## config.mk

```make
export PLATFORM = sky130hd
export DESIGN_NAME = hello_follower
export DESIGN_NICKNAME = d
export VERILOG_FILES = /design/src/rtl/hello_follower.sv
export SDC_FILE = /design/constraint.sdc
export NUM_CORES = 1
export LEC_CHECK = 0
export CAP_MARGIN = 15
export CORE_MARGIN = 1.5
export CORE_UTILIZATION = 53
export DETAILED_ROUTE_END_ITERATION = 12
export GPL_TIMING_DRIVEN = 0
export PLACE_DENSITY = 0.93
export SETUP_SLACK_MARGIN = 0.2
export SYNTH_ARGS = -nofsm -noshare
export SYNTH_HDL_FRONTEND = slang
export SYNTH_SLANG_ARGS = --single-unit
```

## constraint.sdc

```tcl
create_clock -name clk -period 3.15 [get_ports clk]
set_input_delay 0.7875 -clock clk [delete_from_list [all_inputs] [get_ports clk]]
set_output_delay 0.7875 -clock clk [all_outputs]
set_load 0.02 [all_outputs]
```

## src/rtl/hello_follower.sv

```systemverilog
// -----------------------------------------------------------------------------
// hello_follower
//
// Registered input-conditioning cell for an asynchronous single-bit signal.
// The input is first passed through a flop synchronizer. It then goes through
// an optional stability filter before it drives the registered output b.
// Each accepted change of b raises a one-cycle rise or fall pulse and bumps a
// saturating transition counter.
//
// Parameters
//   SYNC_STAGES   : depth of the synchronizer chain (>= 2)
//   STABLE_CYCLES : consecutive synchronized samples that must differ from b
//                   before b follows them (>= 1, 1 = no filtering)
//   CNT_W         : width of the transition counter
//
// Ports
//   clk      in   system clock, rising-edge active
//   rst_n    in   asynchronous active-low reset
//   a        in   asynchronous data input
//   cnt_clr  in   synchronous clear of edge_cnt (wins over an increment)
//   b        out  filtered, registered copy of a
//   rise     out  one-cycle pulse on the edge where b goes 0->1
//   fall     out  one-cycle pulse on the edge where b goes 1->0
//   edge_cnt out  number of accepted b transitions, saturating
// -----------------------------------------------------------------------------
module hello_follower #(
    parameter int unsigned SYNC_STAGES   = 2,
    parameter int unsigned STABLE_CYCLES = 1,
    parameter int unsigned CNT_W         = 16
) (
    input  logic             clk,
    input  logic             rst_n,
    input  logic             a,
    input  logic             cnt_clr,
    output logic             b,
    output logic             rise,
    output logic             fall,
    output logic [CNT_W-1:0] edge_cnt
);

    // The filter counter only needs to reach STABLE_CYCLES-1. Keep at least
    // one bit so that the unfiltered configuration still elaborates cleanly.
    localparam int unsigned    F_W     = (STABLE_CYCLES > 1) ? $clog2(STABLE_CYCLES) : 1;
    localparam logic [F_W-1:0] F_LAST  = F_W'(STABLE_CYCLES - 1);
    localparam logic [F_W-1:0] F_ZERO  = {F_W{1'b0}};
    localparam logic [F_W-1:0] F_ONE   = F_W'(1);
    localparam logic [CNT_W-1:0] CNT_MAX  = {CNT_W{1'b1}};
    localparam logic [CNT_W-1:0] CNT_ZERO = {CNT_W{1'b0}};
    localparam logic [CNT_W-1:0] CNT_ONE  = CNT_W'(1);

    // Saturating increment: the counter parks at all-ones instead of wrapping.
    function automatic logic [CNT_W-1:0] sat_inc(input logic [CNT_W-1:0] v);
        logic [CNT_W-1:0] r;
        if (v == CNT_MAX) begin
            r = v;
        end else begin
            r = v + CNT_ONE;
        end
        return r;
    endfunction

    logic [SYNC_STAGES-1:0] sync_q;
    logic [SYNC_STAGES-1:0] sync_d;
    logic                   sync_out_s;
    logic [F_W-1:0]         f_q;
    logic [F_W-1:0]         f_d;
    logic                   b_q;
    logic                   b_d;
    logic                   rise_q;
    logic                   rise_d;
    logic                   fall_q;
    logic                   fall_d;
    logic [CNT_W-1:0]       cnt_q;
    logic [CNT_W-1:0]       cnt_d;
    logic                   accept_s;

    // Last synchronizer stage is the only version of a the rest of the cell sees.
    assign sync_out_s = sync_q[SYNC_STAGES-1];

    // Synchronizer next state: shift a in at the low end.
    always_comb begin
        sync_d = {sync_q[SYNC_STAGES-2:0], a};
    end

    // Stability filter: b follows the synchronized input only after it has
    // disagreed with b for STABLE_CYCLES consecutive samples. Any agreeing
    // sample restarts the count, so short glitches never reach b.
    always_comb begin
        f_d      = f_q;
        b_d      = b_q;
        accept_s = 1'b0;
        if (sync_out_s == b_q) begin
            f_d = F_ZERO;
        end else if (f_q == F_LAST) begin
            b_d      = sync_out_s;
            f_d      = F_ZERO;
            accept_s = 1'b1;
        end else begin
            f_d = f_q + F_ONE;
        end
    end

    // Edge pulses are registered alongside b, so they line up with its change.
    always_comb begin
        if (accept_s) begin
            rise_d = sync_out_s;
            fall_d = ~sync_out_s;
        end else begin
            rise_d = 1'b0;
            fall_d = 1'b0;
        end
    end

    // Transition counter: clear takes priority over a coincident transition.
    always_comb begin
        if (cnt_clr) begin
            cnt_d = CNT_ZERO;
        end else if (accept_s) begin
            cnt_d = sat_inc(cnt_q);
        end else begin
            cnt_d = cnt_q;
        end
    end

    // State registers; reset drops everything at once, including any pending change.
    always_ff @(posedge clk or negedge rst_n) begin
        if (!rst_n) begin
            sync_q <= {SYNC_STAGES{1'b0}};
            f_q    <= F_ZERO;
            b_q    <= 1'b0;
            rise_q <= 1'b0;
            fall_q <= 1'b0;
            cnt_q  <= CNT_ZERO;
        end else begin
            sync_q <= sync_d;
            f_q    <= f_d;
            b_q    <= b_d;
            rise_q <= rise_d;
            fall_q <= fall_d;
            cnt_q  <= cnt_d;
        end
    end

    assign b        = b_q;
    assign rise     = rise_q;
    assign fall     = fall_q;
    assign edge_cnt = cnt_q;

endmodule

```

==> results.json <==
{
  "holdWs_ns": 0.365,
  "crit_type": "flop to output pin",
  "grt_pass1_vias": 804,
  "power_leakage_uw": 0.000552,
  "avgSynthCellArea_sq_um": 10.4,
  "gp_congestion": 0.839,
  "grt_use_total_pct": 21.8,
  "start_kind": "flop",
  "clk_path_buf_depth": 2,
  "antenna_found_initial": 0,
  "synth_area_leader_cell": "dfrtp_1",
  "finalClockSkew_ns": 0.00154,
  "path_clk_slew_ns": 0.11,
  "worstPathMaxFanout": 7,
  "synth.area.top_cells": "dfrtp_1 49%, ha_1 3.5%, a21oi_1 3.3%, nand4_1 2.9%, nor2_1 2.4%",
  "worst-slew-pin-transition_ns": 0.934,
  "n_antenna_cell": 0,
  "finalSetupViolations": 0,
  "ant_nets": 0,
  "cts-root-buf": "clkbuf_4",
  "critPathTopFamily": "buffers and inverters",
  "worst_ep_arrival_time_ns": 1.49,
  "core-area_sq_um": 1940,
  "cp_slowest_stage_delay_ns": 0.66,
  "cp-end-kind": "output pin",
  "top_usage_layer": "met2",
  "port_buffers": 21,
  "min_period_ns": 2.28,
  "overflow": 0,
  "areaGrowthSynthToFinish_pct": 25.3,
  "drive_above_1_share_pct": 7.03,
  "drv_slew": 0,
  "drt_iter0_markers": 8,
  "outcome": "finished clean",
  "cts_hold_buffers": 0,
  "die_y_um": 48.0,
  "yosysSeqAreaShare_pct": 49.0,
  "synth_cell_type_count": 34,
  "grt_util_met3_pct": 6.04,
  "swShare_pct": 32.6,
  "power.share.sequential_pct": 50.6,
  "seq_area_sq_um": 526,
  "cts_buffers": 3,
  "postCtsSetupBuffers": 0,
  "routedWlPerCell_um": 14.5,
  "required_ns": 2.36,
  "peakVddDrop_uv": 342,
  "power.density_nw_per_um2": 476,
  "cap_violations": 0,
  "finalHoldViolCount": 0,
  "power_frac_comb_pct": 28.9,
  "min_path_type": "flop to flop",
  "multiInputGateArea_sq_um": 522,
  "postSynthCellCount": 103,
  "ys_ff_latch": 21,
  "met1_usage_pct": 27.7,
  "timing.setup.tns_ns": 0,
  "grt_pass1_wl_mm": 3.42,
  "wirelength_mm": 2.25,
  "p_clk_share_pct": 20.5,
  "min_period_over_period_pct": 72.4,
  "crit_buf_inv": 1,
  "vias": 915,
  "worstPathCellList": "clkdlybuf4s50_1",
  "grt_max_degree": 22,
  "max_freq_mhz": 438,
  "ys.warnings.count": 0,
  "die_x_um": 48.0,
  "dieArea_sq_um": 2300,
  "switchingPower_uw": 209,
  "io_pins": 23,
  "place_hpwl_mm": 1.60,
  "fp-row-count": 16,
  "cts_tree": "yes",
  "cts_resized": 0,
  "firstDrtPassIters": 4,
  "clock-sinks": 21,
  "h-tree-depth": 1,
  "p_int_uw": 432,
  "slowest_stage": "clkdlybuf4s50_1",
  "grtUsageMet2_pct": 33.9,
  "rsz0062_at_grt": "no",
  "initial_core_util_pct": 55.3,
  "drc": 0,
  "synth_area_sq_um": 1070,
  "nNetsFinal": 136,
  "synth_top_cell_area_share_pct": 49.0,
  "vias_per_cell": 5.90,
  "nFillCells": 162,
  "syn_nets": 110,
  "clk_latency_ns": 0.31,
  "max_slew_margin_pct": 37.6
}
-- worst register-to-register path: stages, from the launching register on --
cell and delay [ns]:
dfrtp_1 0.41, inv_1 0.06, ha_1 0.35, and4b_1 0.34, nand2_2 0.14, or4_1 0.52, a21oi_1 0.16
-- sequential cells by signal, summed over array words and instances (netlist names) --
| signal | count |
|---|---|
| fall | 1 |
| rise | 1 |
| sync_q | 2 |
| b | 1 |
| edge_cnt | 16 |
-- final timing paths --
check / start / endpoint / slack [ns] / cells after the start
worst max-delay path: edge_cnt[8] / edge_cnt[8] / 0.87 / 1
worst min-delay path: sync_q[0] / sync_q[1] / 0.37 / 0
worst max register to register: b / edge_cnt[9] / 1.11 / 6
max in group asynchronous: rst_n / rise / 1.60 / 1
min in group asynchronous: rst_n / sync_q[0] / 0.98 / 1
worst min register to register: sync_q[0] / sync_q[1] / 0.37 / 0
-- logic make-up (layout without fill, tap and decap cells) --
kind of cell / after synthesis / in the layout / share of synthesized area [%]
buf+inv: 7 / 32 / 2.45
flops: 21 / 21 / 49.0
compound gates: 23 / 23 / 14.6
xor+xnor: 2 / 2 / 1.63
fa+ha+maj: 3 / 3 / 3.50
mux: 3 / 3 / 3.03
simple gates: 44 / 44 / 25.9
-- placed cells by master (no fill, tap or decap), drive strengths merged --
master / Yosys / routed
buf: 1 / 1
xnor2: 1 / 1
a21oi: 7 / 7
nor4: 3 / 3
o211ai: 1 / 1
nor2b: 2 / 2
o21a: 1 / 1
nand2: 6 / 6
nand3: 4 / 4
and3b: 1 / 1
o21ba: 2 / 2
inv: 5 / 5
o41a: 1 / 1
clkinv: 0 / 1
mux2: 2 / 2
clkbuf: 1 / 4
nand4: 6 / 6
and4b: 1 / 1
nor2: 7 / 7
xor2: 1 / 1
mux2i: 1 / 1
and4: 3 / 3
clkdlybuf4s50: 0 / 21
dfrtp: 21 / 21
o31ai: 3 / 3
or3: 2 / 2
nand2b: 1 / 1
ha: 3 / 3
o21ai: 4 / 4
a31oi: 1 / 1
o31a: 3 / 3
nor3: 5 / 5
or4: 3 / 3
-- final cells by class --
cell class | count | area share (%)
Buffer | 2 | 0.558
Clock inverter | 1 | 0.372
Sequential cell | 21 | 39.1
Clock buffer | 3 | 1.67
Tap cell | 27 | 2.51
Timing Repair Buffer | 21 | 15.6
Multi-Input combinational cell | 75 | 38.8
Inverter | 5 | 1.40
-- stage by stage --
stage	util [%]	area, sq um	worst slack (ns)	total power [uW]	cells
3_3_place_gp	67.8	1320	1.21	503	151
5_1_grt	69.3	1350	0.811	672	155
4_1_cts	69.3	1350	0.857	646	155
3_5_place_dp	67.8	1320	1.14	514	151
2_1_floorplan	-	1070	1.17	432	103
6_report	69.3	1350	0.868	641	155
-- power by group through the flow --
stage                     Clock (uW)  Sequential (uW)  Combinational, uW
after floorplan                    0              358               74.0
after global placement             0              327                177
after detailed placement           0              329                186
after CTS                        135              324                187
after global routing             141              329                202
final                            131              324                185
-- synthesized netlist by cell type, drive strengths merged --
cell type	count
a21oi	7
a31oi	1
and3b	1
and4	3
and4b	1
buf	1
clkbuf	1
dfrtp	21
ha	3
inv	5
mux2	2
mux2i	1
nand2	6
nand2b	1
nand3	4
nand4	6
nor2	7
nor2b	2
nor3	5
nor4	3
o211ai	1
o21a	1
o21ai	4
o21ba	2
o31a	3
o31ai	3
o41a	1
or3	2
or4	3
xnor2	1
xor2	1
-- per-layer routing --
layer  part of all wire, %  vias up
met5                     0        -
met4                   2.1        0
met3                   3.7        7
met2                    50       20
met1                    44      444
li1                      -      444
Note: power is estimated with default switching activity, not from simulation.
